$ cat src/rtl/debounce_fsm.sv
`default_nettype none
// ============================================================================
// Module      : debounce_fsm
// Description : Tick-qualified switch debouncer. A change on sw is accepted
//               only after it has held across STABLE_TICKS consecutive timer
//               ticks; produces a clean level plus one-cycle rise/fall strobes.
//               Optional macro DEBOUNCE_SYNC_EN adds a 2-flop input
//               synchronizer in front of the state machine.
// Revision    : 1.0 - initial release
// ============================================================================
module debounce_fsm #(
    parameter int STABLE_TICKS = 3
) (
    input  logic clk,
    input  logic reset,
    input  logic tick,
    input  logic sw,
    output logic db_level,
    output logic db_rise,
    output logic db_fall,
    output logic busy
);

    localparam int c_CNT_W = (STABLE_TICKS > 1) ? $clog2(STABLE_TICKS) : 1;
    localparam logic [c_CNT_W-1:0] c_LAST = c_CNT_W'(STABLE_TICKS - 1);

    typedef enum logic [1:0] {
        ST_ZERO  = 2'd0,
        ST_WAIT1 = 2'd1,
        ST_ONE   = 2'd2,
        ST_WAIT0 = 2'd3
    } state_t;

    state_t               r_state;
    state_t               w_state_nxt;
    logic [c_CNT_W-1:0]   r_cnt;
    logic [c_CNT_W-1:0]   w_cnt_nxt;
    logic                 w_sw_s;
    logic                 w_level_nxt;
    logic                 w_rise_nxt;
    logic                 w_fall_nxt;
    logic                 w_busy_nxt;

`ifdef DEBOUNCE_SYNC_EN
    logic r_sync_0;
    logic r_sync_1;

    // Two-flop synchronizer bringing the asynchronous pin into the clk domain
    always_ff @(posedge clk) begin
        if (reset) begin
            r_sync_0 <= 1'b0;
            r_sync_1 <= 1'b0;
        end else begin
            r_sync_0 <= sw;
            r_sync_1 <= r_sync_0;
        end
    end

    assign w_sw_s = r_sync_1;
`else
    // Input is already synchronous to clk; use it directly
    assign w_sw_s = sw;
`endif

    // Next-state, tick counter and output decode
    always_comb begin
        w_state_nxt = r_state;
        w_cnt_nxt   = r_cnt;
        w_rise_nxt  = 1'b0;
        w_fall_nxt  = 1'b0;
        case (r_state)
            ST_ZERO: begin
                if (w_sw_s) begin
                    w_state_nxt = ST_WAIT1;
                    w_cnt_nxt   = '0;
                end
            end
            ST_WAIT1: begin
                // A bounce back wins over a coincident tick
                if (!w_sw_s) begin
                    w_state_nxt = ST_ZERO;
                end else if (tick && (r_cnt == c_LAST)) begin
                    w_state_nxt = ST_ONE;
                    w_rise_nxt  = 1'b1;
                end else if (tick) begin
                    w_cnt_nxt = r_cnt + 1'b1;
                end
            end
            ST_ONE: begin
                if (!w_sw_s) begin
                    w_state_nxt = ST_WAIT0;
                    w_cnt_nxt   = '0;
                end
            end
            ST_WAIT0: begin
                if (w_sw_s) begin
                    w_state_nxt = ST_ONE;
                end else if (tick && (r_cnt == c_LAST)) begin
                    w_state_nxt = ST_ZERO;
                    w_fall_nxt  = 1'b1;
                end else if (tick) begin
                    w_cnt_nxt = r_cnt + 1'b1;
                end
            end
            default: begin
                w_state_nxt = ST_ZERO;
                w_cnt_nxt   = '0;
            end
        endcase
        // Level and busy follow the state being entered so they register
        // on the same edge as the state itself
        w_level_nxt = (w_state_nxt == ST_ONE) || (w_state_nxt == ST_WAIT0);
        w_busy_nxt  = (w_state_nxt == ST_WAIT1) || (w_state_nxt == ST_WAIT0);
    end

    // State, counter and registered outputs
    always_ff @(posedge clk) begin
        if (reset) begin
            r_state  <= ST_ZERO;
            r_cnt    <= '0;
            db_level <= 1'b0;
            db_rise  <= 1'b0;
            db_fall  <= 1'b0;
            busy     <= 1'b0;
        end else begin
            r_state  <= w_state_nxt;
            r_cnt    <= w_cnt_nxt;
            db_level <= w_level_nxt;
            db_rise  <= w_rise_nxt;
            db_fall  <= w_fall_nxt;
            busy     <= w_busy_nxt;
        end
    end

endmodule
`default_nettype wire

$ cat config.mk
export PLATFORM = sky130hd
export DESIGN_NAME = debounce_fsm
export DESIGN_NICKNAME = d
export VERILOG_FILES = /design/src/rtl/debounce_fsm.sv
export SDC_FILE = /design/constraint.sdc
export NUM_CORES = 1
export LEC_CHECK = 0
export CAP_MARGIN = 20
export CELL_PAD_IN_SITES_DETAIL_PLACEMENT = 0
export CELL_PAD_IN_SITES_GLOBAL_PLACEMENT = 1
export CORE_AREA = 3 3 40 42
export DETAILED_ROUTE_END_ITERATION = 7
export DIE_AREA = 0 0 43 45
export PLACE_DENSITY = 0.57
export SLEW_MARGIN = 25
export SYNTH_ARGS = -nofsm -noshare
export SYNTH_HDL_FRONTEND = slang
export SYNTH_SLANG_ARGS = --single-unit
$ cat constraint.sdc
create_clock -name clk -period 3.8 [get_ports clk]
set_clock_uncertainty 0.15 [all_clocks]
set_input_delay 0.38 -clock clk [delete_from_list [all_inputs] [get_ports clk]]
set_output_delay 0.38 -clock clk [all_outputs]
set_load 0.01 [all_outputs]
# Yosys cells after proc, flatten, opt, wreduce, memory -nomap -nowiden
# Index checks and enable logic that the tools add are counted.
# Widths: inputs -> output; s select.
# word_totals
reg_bits	8
input_bits	4
output_inout_bits	4
elab_cells	43
# classes
addsub	1
eq_ne	11
n_mux	15
n_bitwise	3
n_reduce_logical	7
# op_table
op	count
$mux 2	12
$pmux 2 s4	2
$eq 2x2->1 const B	5
$ne 2x2->1 const B	4
$reduce_or 3->1	2
$eq 2x1->1 const B	2
$reduce_and 4->1	1
$not 1->1	3
$add 2x1->2 const B	1
$logic_not 2->1	1
$logic_or 1x1->1	2
$logic_and 1x1->1	1
$mux 1	1

# Depth between registers and ports, before layout
# Gate-level depths: netlist (run 1).
# logic_depth
ltp_word	7
mapped_depth	5
mapped_depth_nobuf	5

# Least setup slack after synthesis (run 1)
# No wires, ideal clock.
# synth_timing
path_kind	register -> register
startpoint	register r_cnt[0]
endpoint	register r_cnt[1]
setup_ns	0.074
arrival_ns	1.276
required_time_ns	3.576
setup_slack_ns	2.300
path_stages_with_launch	5
n_path_buf	0
synth_period_minus_slack_ns	1.500
cell_sequence	dfxtp_1 -> inv_1 -> ha_1 -> or4_1 -> a31oi_1
# synth_between
elab_chain_cells	5
elab_cells_between_ends	8
cone_classes	1 x add/sub; 1 x eq/ne; 5 x mux; 1 x reduce/logical
# synth_lines
item	line	text
start: declaration	36	logic [c_CNT_W-1:0] r_cnt;
start signal: assignment	127	r_cnt <= w_cnt_nxt;
$add 2x1->2 or $eq 2x2->1 (tied branches)	n/a	
$mux 2 or $logic_and 1x1->1 (tied branches)	n/a	
$mux 2 *	98	end else if (tick && (r_cnt == c_LAST)) begin
$mux 2 (on tied branches)	96, 80	
$pmux 2 s4 *	71	case (r_state)
# Mark *: on every way between the ends. The rest lies on a longest branch, timed or not. The select of a mux whose other input is x is not followed.
# A chain may end at the register's enable or synchronous reset.

# Final worst setup path (run 1)
# layout_timing
startpoint	register busy
endpoint	output busy
# layout_rtl
item	line	text
start: declaration	21	output logic busy
start signal: assignment	131	busy <= w_busy_nxt;
# No word-level cell between the ends.

==> results of run 1 <==
-- cells in the mapped netlist --
cell / number / share of area, %
a311oi_1: 1 / 3.3
a31oi_1: 2 / 4.7
dfxtp_1: 7 / 52
ha_1: 1 / 4.7
inv_1: 1 / 1.4
mux2i_1: 1 / 3.7
nand2_1: 3 / 4.2
nand2b_1: 1 / 2.3
nand3_1: 3 / 5.6
nor2_1: 2 / 2.8
nor4b_1: 2 / 6.5
or4_1: 2 / 5.6
xnor2_1: 1 / 3.3
-- final timing paths --
| check | depth (start not counted) | end | from | slack (ns) |
|---|---|---|---|---|
| max | 1 | busy | busy$_SDFF_PP0_ | 2.04 |
| min | 1 | db_rise$_SDFF_PP0_ | r_state[1]$_SDFF_PP0_ | 0.34 |
| max reg2reg | 4 | r_cnt[1]$_SDFFE_PP0P_ | r_cnt[0]$_SDFFE_PP0P_ | 2.23 |
| min reg2reg | 1 | db_rise$_SDFF_PP0_ | r_state[1]$_SDFF_PP0_ | 0.34 |
-- area by class of cell --
class,instances,area (um^2),share of cell area [%]
Timing Repair Buffer,7,70.1,18.2
Multi-Input combinational cell,19,125,32.6
Tap cell,15,18.8,4.89
Inverter,1,3.75,0.977
Clock buffer,4,26.3,6.84
Sequential cell,7,140,36.5
-- per-layer routing --
layer,track usage (%),up-vias,wire length (um)
met3,7.17,2,49
met5,0,-,0
met4,3.61,0,5
met1,7.32,101,237
li1,-,121,-
met2,6.89,6,231
-- power by group --
part	leakage (nW)	internal, mW	switching, mW	total (mW)
Sequential	0.0567	0.0744	0.00112	0.0756
Clock	0.0150	0.0400	0.0261	0.0661
Combinational	0.0604	0.00514	0.00423	0.00936
-- state kept, by name, summed over array words and instances, names as in the netlist --
name      cells
busy          1
db_level      1
db_fall       1
r_state       1
r_cnt         2
db_rise       1
-- kinds of logic after synthesis --
| family | after synthesis |
|---|---|
| mux | 1 |
| flops | 7 |
| xor+xnor | 1 |
| fa+ha+maj | 1 |
| buf+inv | 1 |
| simple gates | 13 |
| compound gates | 3 |
==> flow_summary.yaml, run 1 <==
place:
  postPlaceCellArea_um2: 358
  gp_congestion: 0.709
  dp_hpwl_um: 404
  placed_cells: 49
  place_ws_ns: 1.92
  io_buffers: 7
power:
  power.density_nw_per_um2: 393
  vdd_ir_drop_max_uv: 200
  finalPower_mw: 0.151
  leakage_nw: 0.132
sta:
  holdWs_ns: 0.342
  hold_viol: 0
  post-route-period-util_pct: 46.3
  relSlewSlack_pct: 73.7
  worst_slew_pin_slew_ns: 0.391
  rsz0062_at_grt: "false"
  fin_crit_ns: 1.76
  setup_violations: 0
  drv_slew: 0
  setup_ws_ns: 2.04
  tns_ns: 0
  clock.fmax_mhz: 569
global_routing:
  grt_pass1_vias: 173
  grt_util_all_layers_pct: 6.44
  gr-total-overflow: 0
  antenna_found_initial: 0
  grt_pass1_wl_um: 786
  grt_max_degree: 8
route:
  avgRoutedWirePerCell_um: 9.89
  dr_total_vias: 230
  drtAntennaViolNets: 0
  initialDrtViolationCount: 8
  via_per_inst: 4.34
  drc: 0
  routed_wl_um: 524
  first_pass_iters: 4
finish:
  layout-drive-gt1-share_pct: 7.89
  nNetsFinal: 44
  utilization_pct: 29.9
  num_antenna_cells: 0
  synthToLayoutAreaGrowth_pct: 42.8
  final_cell_count_no_fill: 53
  n_fill_cell: 136
  final_cell_mix: "dfxtp_1 (7), clkdlybuf4s50_1 (7), nand3_1 (3), nand2_1 (3), clkbuf_4 (3)"
  design_area_um2: 384
clock_network:
  holdBufCountCts: 0
  post_cts_buffers: 0
  ctsResizeCount: 0
  cts-htree-levels: 1
  clock_sinks: 7
  cts_buffer_depth: 2
  clk_pin_slew_worst_paths_ns: 0.05
  clock_latency_ns: 0.25
  numCtsBuffers: 3
  cts_tree: "built"
  root_buffer: "clkbuf_4"
synth:
  synthCells: 27
  yosysSeqAreaShare_pct: 52.1
  syn_avg_cell_area_um2: 9.96
  synth_adder_area_share_pct: 4.65
  synth_top_family_by_area: "simple AND/OR/NAND/NOR gates"
  syn-num-nets: 32
  yosys.area_share.simple_pct: 27.0
  synth-compound-area-share_pct: 7.91
  synth_xor_xnor_area_share_pct: 3.26
  muxShareOfSynthArea_pct: 3.72
  synth_cell_types: 13
  yosysWarnings: 0
  netlist_area_um2: 269
  ys_ff_latch: 7
critical_path:
  crit_fanout: 6
  slowest_stage: "clkdlybuf4s50_1"
  max_stage_delay_ns: 0.57
  path_buf_inv: 1
  critPathKind: "reg2out"
  path_cells: "clkdlybuf4s50_1"
  required_ns: 3.27
  crit_path_end_kind: "output pin"
  crit_family: "buffers and inverters"
  critPathLaunchType: "flop"
  crit_arrival_ns: 1.23
die:
  start_util_pct: 20.9
  core-area_um2: 1280
  placementRows: 13
  fp.dieH_um: 45
  ios: 8
  die-area_um2: 1940
  die_w_um: 43
run_status:
  status: "finished clean"
min_path:
  min_path_type: "reg2reg"
job:
  drv_cap: 0
(Power assumes the default switching activity.)
==> run 2: changes to the inputs <==
PLACE_DENSITY = 0.59   (was 0.57)
clock period = 1.5 ns   (was 3.8 ns; I/O delays follow)
==> run 2 against run 1 <==
Against the previous run: critical path depth up 3; via count up 13%; first-iteration DRC count down 75%; sequential share of layout area down 2.9 points; routed wire length up 10%; clock-buffer cell count unchanged; final area up 11%; largest cell class unchanged.
==> flow_summary.yaml, run 2 (synthesized netlist as in run 1, its figures left out) <==
run_status:
  status: "finished clean"
route:
  initialDrtViolationCount: 2
  avgRoutedWirePerCell_um: 9.97
  via_per_inst: 4.47
  routed_wl_um: 578
  dr_total_vias: 259
  drtAntennaViolNets: 0
  first_pass_iters: 4
  drc: 0
sta:
  relSlewSlack_pct: 81.7
  clock.fmax_mhz: 683
  hold_viol: 0
  post-route-period-util_pct: 97.6
  setup_violations: 0
  rsz0062_at_grt: "true"
  setup_ws_ns: 0.0362
  holdWs_ns: 0.342
  fin_crit_ns: 1.46
  drv_slew: 0
  tns_ns: 0
  worst_slew_pin_slew_ns: 0.271
clock_network:
  post_cts_buffers: 0
  cts_tree: "built"
  clock_latency_ns: 0.25
  cts_buffer_depth: 2
  numCtsBuffers: 3
  root_buffer: "clkbuf_4"
  clk_pin_slew_worst_paths_ns: 0.05
  cts-htree-levels: 1
  holdBufCountCts: 0
  clock_sinks: 7
critical_path:
  required_ns: 1.52
  rr_worst_depth: 4
  crit_arrival_ns: 1.48
  slowest_stage: "or4_1"
  path_cells: "inv_1 > ha_2 > or4_1 > a31oi_1"
  crit_path_end_kind: "flop"
  crit_family: "simple AND/OR/NAND/NOR gates"
  critPathLaunchType: "flop"
  r2r_setup_slack_ns: 0.04
  critPathKind: "reg2reg"
  max_stage_delay_ns: 0.47
  cp.depth: 4
  crit_fanout: 2
  path_buf_inv: 1
finish:
  num_antenna_cells: 0
  utilization_pct: 33.3
  n_fill_cell: 135
  final_cell_count_no_fill: 58
  final_common_cell: "clkdlybuf4s50_1"
  nNetsFinal: 49
  multi_input_area_um2: 128
  largest_register_ffs: 2
  synthToLayoutAreaGrowth_pct: 59.1
  regArea_um2: 144
  layout-drive-gt1-share_pct: 27.9
  final_cell_mix: "clkdlybuf4s50_1 (7), buf_4 (5), dfxtp_1 (4)"
  top_register: "r_cnt"
  design_area_um2: 428
job:
  drv_cap: 0
die:
  fp.dieH_um: 45
  placementRows: 13
  die_w_um: 43
  die-area_um2: 1940
  ios: 8
  core-area_um2: 1280
  start_util_pct: 20.9
global_routing:
  gr-total-overflow: 0
  grt_pass1_wl_um: 924
  grt_util_all_layers_pct: 6.59
  grt_pass1_vias: 241
  grt_max_degree: 8
  antenna_found_initial: 0
min_path:
  min_path_cells: 1
  min_path_type: "reg2reg"
place:
  postPlaceCellArea_um2: 397
  place_ws_ns: -0.0787
  gp_congestion: 0.648
  io_buffers: 7
  placed_cells: 54
power:
  power.density_nw_per_um2: 908
  leakage_nw: 0.158
  vdd_ir_drop_max_uv: 533
  finalPower_mw: 0.388
## run 2: cell types whose count changed in the layout (fill, tap and decap cells not counted)
cell	previous run	this run
ha_2	0	1
dfxtp_2	0	3
buf_4	0	5
ha_1	1	0
dfxtp_1	7	4
## run 2: cell type report
type	count	share of cell area (%)
multi-input cells	19	29.8
repair buffers	12	25.1
well taps	15	4.39
inverters	1	0.877
flip-flops and latches	7	33.6
clock buffers	4	6.14
## run 2: where the power goes
group	internal (mW)	switching [mW]
Sequential	0.189	0.00263
Clock	0.101	0.0644
Combinational	0.0188	0.0123
## run 2: per-layer routing
metal / vias to the layer above / GRT usage, % / routed length [um]
met3: 0 / 6.37 / 27
met2: 3 / 11.4 / 291
met4: 0 / 0 / 0
li1: 135 / - / -
met5: - / 0 / 0
met1: 121 / 6.05 / 259
## run 2: path summary, 6_finish.rpt
path	start	end
worst max-delay path	r_cnt[0]$_SDFFE_PP0P_	r_cnt[1]$_SDFFE_PP0P_
worst max register to register	r_cnt[0]$_SDFFE_PP0P_	r_cnt[1]$_SDFFE_PP0P_
worst min-delay path	r_state[1]$_SDFF_PP0_	db_rise$_SDFF_PP0_
worst min register to register	r_state[1]$_SDFF_PP0_	db_rise$_SDFF_PP0_
## run 2: timing repair
| item | CTS | global route |
|---|---|---|
| cloned | 0 | 0 |
| pin swaps | 3 | 2 |
| gates resized for setup | 1 | 2 |
| setup endpoints to repair | 2 | 2 |
==> run 3: changes to the inputs <==
PLACE_DENSITY = 0.57   (was 0.59)
clock period = 1.6 ns   (was 1.5 ns; I/O delays follow)
==> run 3 against run 2 <==
Against the previous run: clock power is 7% lower; die area stayed put; non-clock buffer count is 2 lower; worst setup slack better by 0.023 ns; sequential power is 6% lower; fmax is 5.0% lower; first-iteration DRC count is 100% lower; combinational power is 11% lower; critical path depth stayed put; global-route usage is 0.24 points lower; hold slack better by 0.0034 ns; critical endpoint unchanged; largest power group unchanged.
==> flow_summary.yaml, run 3 (synthesized netlist as in run 1, its figures left out) <==
sta:
  setup_violations: 0
  rsz0062_at_grt: "false"
  relSlewSlack_pct: 81.7
  hold_viol: 0
  post-route-period-util_pct: 96.3
  tns_ns: 0
  clock.fmax_mhz: 649
  fin_crit_ns: 1.54
  drv_slew: 0
  worst_slew_pin_slew_ns: 0.272
global_routing:
  antenna_found_initial: 0
  grt_pass1_wl_um: 855
  grt_max_degree: 8
  grt_util_all_layers_pct: 6.34
  gr-total-overflow: 0
  grt_pass1_vias: 222
clock_network:
  numCtsBuffers: 3
  post_cts_buffers: 0
  clock_latency_ns: 0.25
  clk_pin_slew_worst_paths_ns: 0.05
  cts_buffer_depth: 2
  clock_sinks: 7
  holdBufCountCts: 0
  cts-htree-levels: 1
  root_buffer: "clkbuf_4"
  cts_tree: "built"
critical_path:
  timing.rr.end: "r_cnt[1]$_SDFFE_PP0P_"
  max_stage_delay_ns: 0.50
  required_ns: 1.62
  r2r_setup_slack_ns: 0.06
  crit_fanout: 4
  crit_arrival_ns: 1.56
  path_cells: "inv_1 > ha_1 > or4_1 > a31oi_1"
  crit_path_end_kind: "flop"
  critPathLaunchType: "flop"
  reg2reg_from: "r_cnt[0]$_SDFFE_PP0P_"
  rr_worst_depth: 4
  critPathKind: "reg2reg"
  slowest_stage: "or4_1"
die:
  die-area_um2: 1940
  start_util_pct: 20.9
  fp.dieH_um: 45
  placementRows: 13
  core-area_um2: 1280
  die_w_um: 43
  ios: 8
finish:
  n_fill_cell: 136
  final_cell_mix: "clkdlybuf4s50_1 (7), dfxtp_1 (5)"
  final_common_cell: "clkdlybuf4s50_1"
  nNetsFinal: 47
  synthToLayoutAreaGrowth_pct: 52.1
  num_antenna_cells: 0
  top_register: "r_cnt"
  layout-drive-gt1-share_pct: 19.5
  largest_register_ffs: 2
min_path:
  min_path_type: "reg2reg"
  min_path_cells: 1
  worstHoldStart: "r_state[1]$_SDFF_PP0_"
  min_to: "db_rise$_SDFF_PP0_"
route:
  dr_total_vias: 251
  drtAntennaViolNets: 0
  via_per_inst: 4.48
  first_pass_iters: 1
  routed_wl_um: 544
  avgRoutedWirePerCell_um: 9.71
  drc: 0
  initialDrtViolationCount: 0
place:
  gp_congestion: 0.690
  dp_hpwl_um: 427
  io_buffers: 7
run_status:
  status: "finished clean"
power:
  leakage_nw: 0.147
  power.density_nw_per_um2: 888
  finalPower_mw: 0.363
  vdd_ir_drop_max_uv: 310
job:
  drv_cap: 0
## run 3: cell count changes in the layout (fill, tap and decap cells not counted), sizes merged
cell	delta
buf	-2
## run 3: worst max-delay path: cells and delay by family, from the launching register on
kind / cells / cell delay [ns]
flops: 1 / 0.35
simple gates: 1 / 0.50
compound gates: 1 / 0.14
buf+inv: 1 / 0.04
fa+ha+maj: 1 / 0.28
## run 3: per-layer routing
metal	up-vias	wire [um]	track usage (%)
li1	128	-	-
met1	116	238	6.55
met2	7	262	9.28
met3	0	43	5.98
met4	0	0	1.81
met5	-	0	0
## run 3: power breakdown
group          leakage [nW]  internal, mW  total (mW)  switching (mW)
logic                0.0749        0.0167      0.0277          0.0110
clock network        0.0150        0.0949       0.155          0.0605
registers            0.0574         0.177       0.180         0.00286
total                 0.147         0.289       0.363          0.0743
## run 3: what timing repair did
action / 4_1_cts / 5_1_grt
resized for setup: 1 / 1
pin swaps: 0 / 1
endpoints found under the hold margin: 0 / 0
endpoints found under the setup margin: 1 / 2
## run 3: stage by stage
| stage | util, % | hold slack, ns | setup slack [ns] | cell area [um^2] | std cells |
|---|---|---|---|---|---|
| 2_1_floorplan | - | 0.0794 | 0.0997 | 269 | 27 |
| 4_1_cts | 31.7 | 0.347 | 0.0181 | 408 | 56 |
| 3_5_place_dp | 29.6 | 0.342 | 0.00822 | 380 | 52 |
| 6_report | 31.8 | 0.346 | 0.0595 | 409 | 56 |
| 5_1_grt | 31.8 | 0.359 | 0.00109 | 409 | 56 |
| 3_3_place_gp | 29.6 | 0.334 | 0.00958 | 380 | 52 |
## run 3: how the worst max path moves through the flow
stage                                     start                     to  cells after the start
after floorplan           r_cnt[0]$_SDFFE_PP0P_  r_cnt[1]$_SDFFE_PP0P_                      4
after global placement                       sw  r_cnt[1]$_SDFFE_PP0P_                      4
after detailed placement  r_cnt[0]$_SDFFE_PP0P_  r_cnt[1]$_SDFFE_PP0P_                      4
after CTS                 r_cnt[0]$_SDFFE_PP0P_  r_cnt[1]$_SDFFE_PP0P_                      4
after global routing      r_cnt[0]$_SDFFE_PP0P_  r_cnt[1]$_SDFFE_PP0P_                      4
final                     r_cnt[0]$_SDFFE_PP0P_  r_cnt[1]$_SDFFE_PP0P_                      4
## run 3: cell type report
class                      count  area, um^2  share of cell area [%]
inverter                       1        3.75                   0.917
clock buffer                   4        26.3                    6.42
timing repair buffer          10        92.6                    22.6
tap                           15        18.8                    4.59
sequential                     7         143                    34.9
multi-input combinational     19         125                    30.6
